[config.mk]
export PLATFORM = sky130hd
export DESIGN_NAME = pipe_hazard_ctrl
export DESIGN_NICKNAME = d
export VERILOG_FILES = /design/src/rtl/pipe_hazard_ctrl.sv
export SDC_FILE = /design/constraint.sdc
export NUM_CORES = 1
export LEC_CHECK = 0
export CAP_MARGIN = 20
export CORE_MARGIN = 4
export CORE_UTILIZATION = 48
export CTS_CLUSTER_DIAMETER = 30
export CTS_CLUSTER_SIZE = 28
export DETAILED_ROUTE_END_ITERATION = 8
export HOLD_SLACK_MARGIN = 0.02
export PLACE_DENSITY = 0.85
export SYNTH_ARGS = -nofsm -noshare
export SYNTH_HDL_FRONTEND = slang
export SYNTH_SLANG_ARGS = --single-unit
[constraint.sdc]
create_clock -name clk -period 3.1 [get_ports clk]
set_input_delay 0.31 -clock clk [delete_from_list [all_inputs] [get_ports clk]]
set_output_delay 0.31 -clock clk [all_outputs]
set_load 0.02 [all_outputs]
[src/rtl/pipe_hazard_ctrl.sv]
// Hazard, stall/flush and forwarding control for the 5-stage core.
// Optional EX-stage forwarding is enabled by defining HAZ_FORWARDING_EN.
module pipe_hazard_ctrl #(
  parameter int HAZ_CNT_W = 16
) (
  input  logic                 clk,
  input  logic                 rst,
  input  logic [31:0]          id_instr,
  input  logic                 id_valid,
  input  logic                 ex_redirect,
  output logic                 pc_write_en,
  output logic                 if_id_write_en,
  output logic                 if_id_flush,
  output logic                 id_ex_bubble,
  output logic                 jal_redirect,
  output logic [1:0]           forward_a,
  output logic [1:0]           forward_b,
  output logic [HAZ_CNT_W-1:0] stall_count
);

  typedef struct packed {
    logic       v;
    logic [4:0] rd;
    logic       wr;
    logic       ld;
  } shd_t;

  typedef struct packed {
    logic       v;
    logic [4:0] rd;
    logic       wr;
    logic       ld;
    logic [4:0] rs1;
    logic [4:0] rs2;
    logic       u1;
    logic       u2;
  } shd_ex_t;

  localparam logic [6:0] OP_R     = 7'b0110011;
  localparam logic [6:0] OP_IALU  = 7'b0010011;
  localparam logic [6:0] OP_LOAD  = 7'b0000011;
  localparam logic [6:0] OP_STORE = 7'b0100011;
  localparam logic [6:0] OP_BR    = 7'b1100011;
  localparam logic [6:0] OP_JALR  = 7'b1100111;
  localparam logic [6:0] OP_JAL   = 7'b1101111;
  localparam logic [6:0] OP_LUI   = 7'b0110111;
  localparam logic [6:0] OP_AUIPC = 7'b0010111;

  logic [6:0] opc;
  logic [4:0] id_rs1, id_rs2, id_rd;
  logic       use1, use2, wr_op, is_ld, is_jal;
  logic       id_wr;
  logic       hit1_ex, hit2_ex, hit1_mem, hit2_mem;
  logic       stall;

  shd_ex_t ex_q, ex_d;
  shd_t    mem_q, wb_q;
  logic [HAZ_CNT_W-1:0] cnt_q, cnt_d;

  assign opc    = id_instr[6:0];
  assign id_rd  = id_instr[11:7];
  assign id_rs1 = id_instr[19:15];
  assign id_rs2 = id_instr[24:20];

  // Opcode decode: which sources are read, whether rd is written.
  always_comb begin
    use1   = 1'b0;
    use2   = 1'b0;
    wr_op  = 1'b0;
    is_ld  = 1'b0;
    is_jal = 1'b0;
    unique case (opc)
      OP_R:     begin use1 = 1'b1; use2 = 1'b1; wr_op = 1'b1; end
      OP_IALU:  begin use1 = 1'b1; wr_op = 1'b1; end
      OP_LOAD:  begin use1 = 1'b1; wr_op = 1'b1; is_ld = 1'b1; end
      OP_STORE: begin use1 = 1'b1; use2 = 1'b1; end
      OP_BR:    begin use1 = 1'b1; use2 = 1'b1; end
      OP_JALR:  begin use1 = 1'b1; wr_op = 1'b1; end
      OP_JAL:   begin wr_op = 1'b1; is_jal = 1'b1; end
      OP_LUI:   wr_op = 1'b1;
      OP_AUIPC: wr_op = 1'b1;
      default:  ;
    endcase
  end

  assign id_wr = wr_op && (id_rd != 5'd0);

  assign hit1_ex  = use1 && (id_rs1 != 5'd0) && ex_q.v && ex_q.wr
                    && (ex_q.rd == id_rs1);
  assign hit2_ex  = use2 && (id_rs2 != 5'd0) && ex_q.v && ex_q.wr
                    && (ex_q.rd == id_rs2);
  assign hit1_mem = use1 && (id_rs1 != 5'd0) && mem_q.v && mem_q.wr
                    && (mem_q.rd == id_rs1);
  assign hit2_mem = use2 && (id_rs2 != 5'd0) && mem_q.v && mem_q.wr
                    && (mem_q.rd == id_rs2);

`ifdef HAZ_FORWARDING_EN
  logic f1_mem, f1_wb, f2_mem, f2_wb;

  // Load-use is the only hazard forwarding cannot cover.
  always_comb begin
    stall = id_valid && !ex_redirect && ex_q.ld
            && (hit1_ex || hit2_ex);
  end

  assign f1_mem = ex_q.v && ex_q.u1 && (ex_q.rs1 != 5'd0)
                  && mem_q.v && mem_q.wr && (mem_q.rd == ex_q.rs1);
  assign f1_wb  = ex_q.v && ex_q.u1 && (ex_q.rs1 != 5'd0)
                  && wb_q.v && wb_q.wr && (wb_q.rd == ex_q.rs1);
  assign f2_mem = ex_q.v && ex_q.u2 && (ex_q.rs2 != 5'd0)
                  && mem_q.v && mem_q.wr && (mem_q.rd == ex_q.rs2);
  assign f2_wb  = ex_q.v && ex_q.u2 && (ex_q.rs2 != 5'd0)
                  && wb_q.v && wb_q.wr && (wb_q.rd == ex_q.rs2);

  // MEM result is younger than WB, so it wins.
  always_comb begin
    forward_a = 2'b00;
    forward_b = 2'b00;
    if (f1_mem)     forward_a = 2'b10;
    else if (f1_wb) forward_a = 2'b01;
    if (f2_mem)     forward_b = 2'b10;
    else if (f2_wb) forward_b = 2'b01;
  end
`else
  // Without bypass paths, wait until the producer has reached WB.
  always_comb begin
    stall = id_valid && !ex_redirect
            && (hit1_ex || hit2_ex || hit1_mem || hit2_mem);
  end

  assign forward_a = 2'b00;
  assign forward_b = 2'b00;
`endif

  logic unused_sink;
  assign unused_sink = ^{id_instr[31:25], id_instr[14:12],
                         ex_q, mem_q, wb_q, hit1_mem, hit2_mem};

  assign pc_write_en    = !stall;
  assign if_id_write_en = !stall;
  assign id_ex_bubble   = stall || ex_redirect;
  assign jal_redirect   = id_valid && is_jal && !stall && !ex_redirect;
  assign if_id_flush    = ex_redirect || jal_redirect;
  assign stall_count    = cnt_q;

  // Next EX shadow: the ID instruction unless it is held or squashed.
  always_comb begin
    ex_d     = '0;
    ex_d.v   = id_valid && !stall && !ex_redirect;
    ex_d.rd  = id_rd;
    ex_d.wr  = id_wr;
    ex_d.ld  = is_ld;
    ex_d.rs1 = id_rs1;
    ex_d.rs2 = id_rs2;
    ex_d.u1  = use1;
    ex_d.u2  = use2;
    if (!ex_d.v) ex_d = '0;
  end

  // Saturating stall-cycle counter.
  always_comb begin
    cnt_d = cnt_q;
    if (stall && (cnt_q != '1)) cnt_d = cnt_q + 1'b1;
  end

  // Shadow pipeline advance and counter update.
  always_ff @(posedge clk or posedge rst) begin
    if (rst) begin
      ex_q  <= '0;
      mem_q <= '0;
      wb_q  <= '0;
      cnt_q <= '0;
    end else begin
      wb_q  <= mem_q;
      mem_q <= '{v: ex_q.v, rd: ex_q.rd, wr: ex_q.wr, ld: ex_q.ld};
      ex_q  <= ex_d;
      cnt_q <= cnt_d;
    end
  end

endmodule
## After elaboration in Yosys (flattened, before gate mapping)

Cells that the tools add are included.
Widths: inputs -> output; s select.

| word-level totals | value |
|---|---|
| register bits after elaboration | 30 |
| memories | 0 |
| bits in latches | 0 |
| logic and storage cells | 64 |
| RAM bits | 0 |
| bits of input ports | 36 |
| memory bits (read-only) | 0 |
| output and inout bits | 25 |

| operators by class | value |
|---|---|
| $mul | 0 |
| order comparisons | 0 |
| reductions and logical operators | 36 |
| shift-type cells | 0 |
| divide/modulo/power cells | 0 |
| multiplexer cells | 6 |
| bitwise operators | 0 |
| $add $sub $neg | 1 |
| equal/unequal tests | 14 |

Operators with widths:

| cell | count |
|---|---|
| $logic_and 1x1->1 | 23 |
| $eq 7x6->1 const B | 3 |
| $eq 7x7->1 const B | 3 |
| $eq 5x5->1 | 4 |
| $mux 20 | 1 |
| $add 16x1->16 const B | 1 |
| $ne 16x16->1 const B | 1 |
| $reduce_bool 5->1 | 3 |
| $eq 7x5->1 const B | 2 |
| $eq 7x2->1 const B | 1 |
| $reduce_or 7->1 | 1 |
| $reduce_or 6->1 | 1 |
| $logic_or 1x1->1 | 5 |
| $mux 1 | 5 |
| $reduce_or 3->1 | 1 |
| $logic_not 1->1 | 2 |

## Depth between registers and ports, before layout

Gate-level depths: netlist of the first run.

| logic depth | value |
|---|---|
| depth in word-level cells | 15 |
| mapped depth | 7 |
| gate-level depth less buffers | 6 |

## Worst setup path after synthesis of the first run

Ideal clock, no wire load.

| path | value |
|---|---|
| path kind | input port to output port |
| start point | input port id_instr[21] |
| end point | output port jal_redirect |
| data arrival time | 1.749 ns |
| cell stages on the path | 5 |
| path buffers | 0 |
| required time | 2.790 ns |
| path slack | 1.041 ns |
| cells stage by stage | or4_1 > nor2_2 > a2111oi_4 > a221oi_2 > and3_1 |

| on the way | value |
|---|---|
| longest elaborated chain between the ends | 12 |
| elaborated cells on any way between the ends | 17 |

RTL lines:

| item | line | source |
|---|---|---|
| start, declared | 8 | `input logic [31:0] id_instr,` |
| $reduce_bool 5->1 | 90, 94 |  |
| $logic_and 1x1->1 | 90, 94 |  |
| $logic_and 1x1->1 (2 in series) | 90 | `assign hit2_ex = use2 && (id_rs2 != 5'd0) && ex_q.v && ex_q.wr` |
| $logic_and 1x1->1 | 91 | `&& (ex_q.rd == id_rs2);` |
| $logic_or 1x1->1 (2 in series) | 128 | `&& (hit1_ex \|\| hit2_ex \|\| hit1_mem \|\| hit2_mem);` |
| $logic_or 1x1->1 * | 128 |  |
| $logic_and 1x1->1 * | 128 |  |
| $logic_not 1->1 * | 142 | `assign jal_redirect = id_valid && is_jal && !stall && !ex_redirect;` |
| $logic_and 1x1->1 * (2 in series) | 142 |  |
| end, declared | 15 | `output logic jal_redirect,` |

Every way passes the cells marked *; elsewhere a longest branch is shown, timed or not.

## Worst setup path after layout of the first run

| path | value |
|---|---|
| start point | input port id_instr[22] |
| end point | output port if_id_write_en |

| on the way | value |
|---|---|
| longest elaborated chain between the ends | 10 |
| elaborated cells on any way between the ends | 15 |

RTL lines:

| item | line | source |
|---|---|---|
| $reduce_bool 5->1 | 90, 94 |  |
| $logic_and 1x1->1 | 90, 94 |  |
| $logic_and 1x1->1 (2 in series) | 90 |  |
| $logic_and 1x1->1 | 91 |  |
| $logic_or 1x1->1 (2 in series) | 128 |  |
| $logic_or 1x1->1 * | 128 |  |
| $logic_and 1x1->1 * | 128 |  |
| $logic_not 1->1 * | 140 | `assign if_id_write_en = !stall;` |
| end, declared | 12 | `output logic if_id_write_en,` |

Marks and branches as above.

==> metrics.yaml, run 1 <==
pwr:
  power_switching_mw: 0.196
  power_leakage_nw: 1.01
  ir_worst_vdd_v: 0.000300
  p_seq_share_pct: 53.1
  internal_power_mw: 0.565
  combPwrFrac_pct: 14.0
  clkPwrFrac_pct: 32.9
  switching_share_pct: 25.7
  p_per_area_mw_per_mm2: 333
logic_synthesis:
  ys_ff_latch: 30
  synth_area_mm2: 0.00169
  synth_cell_type_count: 36
  yosysSeqAreaShare_pct: 44.3
  syn_avg_cell_area_um2: 10.9
  yosys_warnings: 0
  syn_inst: 156
timing:
  setup_ws_ns: 0.211
  finalCritPeriodShare_pct: 93.2
  max_freq_ghz: 0.346
  setup-violations-final: 0
  finalSetupTns_ns: 0
  min_period_ns: 2.89
  hold_viol_final: 0
  fin_worst_skew_ns: 0.00996
  slew_violations: 0
  rsz0062_at_grt: "no"
  hold_ws_ns: 0.219
worst_setup_path:
  crit_path_end_kind: "output pin"
  path_max_fanout: 4
  worstReg2RegStart: "mem_q[4]"
  cp_data_arrival_time_ns: 2.58
  reg2reg_slack_ns: 0.85
  reg2reg_depth: 7
  setup.worst_path.class: "input pin to output pin"
  path_depth: 6
  cp_top_family: "buffers and inverters"
  path_cells: "clkdlybuf4s50_1, or4_1, nor2_2, a2111oi_4, a32oi_4, clkdlybuf4s50_1"
  cp-start-kind: "input pin"
  slowest_stage: "clkdlybuf4s50_1"
  r2r-end: "stall_count[1]"
  path_buf_inv: 2
  cpPeakStageDelay_ns: 0.67
  cpMostUsedCell: "clkdlybuf4s50_1"
  cp.required_ns: 2.79
global_route:
  grt_max_degree: 31
  overflow: 0
  grt_pass1_vias: 1418
  grt_first_pass_wirelength_mm: 6.27
  antenna_found_initial: 0
  gr-usage-all-layers_pct: 18.7
floorplan:
  die_w_um: 67.4
  die_h_um: 67.4
  start_util_pct: 50.3
  rows: 21
  core_area_mm2: 0.00336
  die_area_mm2: 0.00454
  top_level_ports: 61
routing:
  wirelength_mm: 4.03
  dr.pass1.iters: 7
  num_vias: 1374
  avgRoutedWirePerCell_um: 15.8
  highest_layer: "met4"
  antenna_left: 0
  route.met2.wl_mm: 2.06
  wl_met1_mm: 1.63
  drc_errors: 0
  via_per_inst: 5.37
  wl_met3_um: 235
  drt_iter0_drc: 106
clock_network:
  clock_path_buffers: 2
  clock-sinks: 30
  cts_tree: "yes"
  cts_buffers: 5
  h-tree-depth: 2
  clk_latency_ns: 0.34
  path_clk_slew_ns: 0.10
  cts_root_buffer: "clkbuf_4"
placement:
  io_buffers: 46
  dpl_worst_slack_ns: 0.114
  dp_hpwl_mm: 2.88
  gp_congestion: 0.847
final_layout:
  final_common_cell: "clkdlybuf4s50_1"
  fin_nets: 246
  n_antenna_cell: 0
  layout_common_cells: "clkdlybuf4s50_1, dfrtp_1, xnor2_1"
  drive_gt1_share_pct: 13.3
  area_growth_pct: 35.0
  nFillCells: 282
  fin_util_pct: 67.9
run_status:
  outcome: "complete, no violations"
min_path:
  hp-class: "input pin to async pin"
flow_run:
  cap_violations: 0
-- cell type report --
cell class	count	area (um^2)	area share (%)
Clock inverter	1	5.00	0.219
Tap cell	46	57.6	2.52
Inverter	2	7.51	0.329
Clock buffer	7	55.1	2.41
Multi-Input combinational cell	119	888	38.9
Timing Repair Buffer	51	520	22.8
Sequential cell	30	751	32.9
-- Yosys cell counts --
| cell | count | share of area (%) |
|---|---|---|
| a2111oi_4 | 1 | 1.6 |
| a21oi_1 | 1 | 0.30 |
| a221oi_2 | 1 | 0.89 |
| a31o_2 | 1 | 0.52 |
| a31oi_1 | 1 | 0.37 |
| a32oi_4 | 1 | 1.6 |
| and2_1 | 5 | 1.8 |
| and3_1 | 5 | 1.8 |
| and4_1 | 3 | 1.6 |
| buf_1 | 1 | 0.22 |
| buf_2 | 1 | 0.30 |
| buf_4 | 5 | 2.2 |
| buf_6 | 1 | 0.67 |
| conb_1 | 1 | 0.22 |
| dfrtp_1 | 30 | 44 |
| ha_1 | 1 | 0.74 |
| inv_1 | 2 | 0.44 |
| mux2_2 | 2 | 1.3 |
| nand2_1 | 7 | 1.6 |
| nand2b_1 | 4 | 1.5 |
| nand3_1 | 10 | 3.0 |
| nand4_1 | 5 | 1.8 |
| nor2_1 | 7 | 1.6 |
| nor2_2 | 1 | 0.37 |
| nor2b_1 | 1 | 0.37 |
| nor3_1 | 5 | 1.5 |
| nor3_2 | 8 | 4.7 |
| nor3b_1 | 1 | 0.44 |
| nor4_1 | 3 | 1.1 |
| nor4b_2 | 1 | 0.89 |
| o211a_1 | 1 | 0.59 |
| o22ai_1 | 2 | 0.74 |
| or2_1 | 1 | 0.37 |
| or4_1 | 2 | 0.89 |
| xnor2_1 | 20 | 10 |
| xor2_1 | 14 | 7.2 |
-- worst register-to-register path, stage by stage, from the launching register on --
cell	delay, ns
dfrtp_1	0.42
xnor2_1	0.18
nand4_1	0.12
o22ai_1	0.39
a32oi_4	0.22
buf_4	0.25
nor2_1	0.20
mux2_2	0.36
-- worst max path at each step --
stage                       startpoint             end  slack (ns)
after floorplan           id_instr[21]    jal_redirect        1.04
after global placement    id_instr[22]    jal_redirect        0.13
after detailed placement  id_instr[22]    jal_redirect        0.11
after CTS                 id_instr[22]    jal_redirect        0.11
after global routing      id_instr[22]  if_id_write_en        0.13
final                     id_instr[22]  if_id_write_en        0.21
-- per-stage QoR --
stage               power, mW  cells  instance area [um^2]
finish                  0.761    256                  2280
global route            0.793    256                  2280
CTS                     0.759    255                  2250
detailed placement      0.512    247                  2190
global placement        0.509    247                  2190
floorplan               0.461    159                  1700
-- cells by family after synthesis --
group,share of synthesized area (%)
fa+ha+maj,0.739
mux,1.33
simple gates,25.3
buf+inv,3.84
other cells,0.222
xor+xnor,17.6
compound gates,6.65
flops,44.3
-- routing by layer --
| layer | up-vias | global-route usage (%) |
|---|---|---|
| met1 | 661 | 20.9 |
| met5 | - | 0 |
| met3 | 14 | 4.49 |
| li1 | 643 | - |
| met2 | 56 | 32.4 |
| met4 | 0 | 10.6 |
-- state kept, by name, indices dropped and copies added, names as in the netlist --
register,flops
ex_q,7
mem_q,7
stall_count,16
-- repair_timing --
item / CTS / global route
hold buffers: 0 / 0
setup endpoints to repair: 0 / 1
setup buffers: 0 / 0
gates resized for setup: 0 / 1
-- power by group through the flow --
stage | sequential (mW) | clock, mW | combinational (mW)
2_1_floorplan | 0.410 | 0 | 0.0504
3_3_place_gp | 0.411 | 0 | 0.0979
3_5_place_dp | 0.412 | 0 | 0.101
4_1_cts | 0.404 | 0.253 | 0.102
5_1_grt | 0.405 | 0.273 | 0.115
6_report | 0.404 | 0.251 | 0.107
No activity file was read; power rests on OpenSTA's default activity.
==> inputs of run 2 (changes only) <==
SKIP_CTS_REPAIR_TIMING = 1   (was unset)
==> results of run 2 <==
Final layout, timing and power as in run 1 (identical DEF).
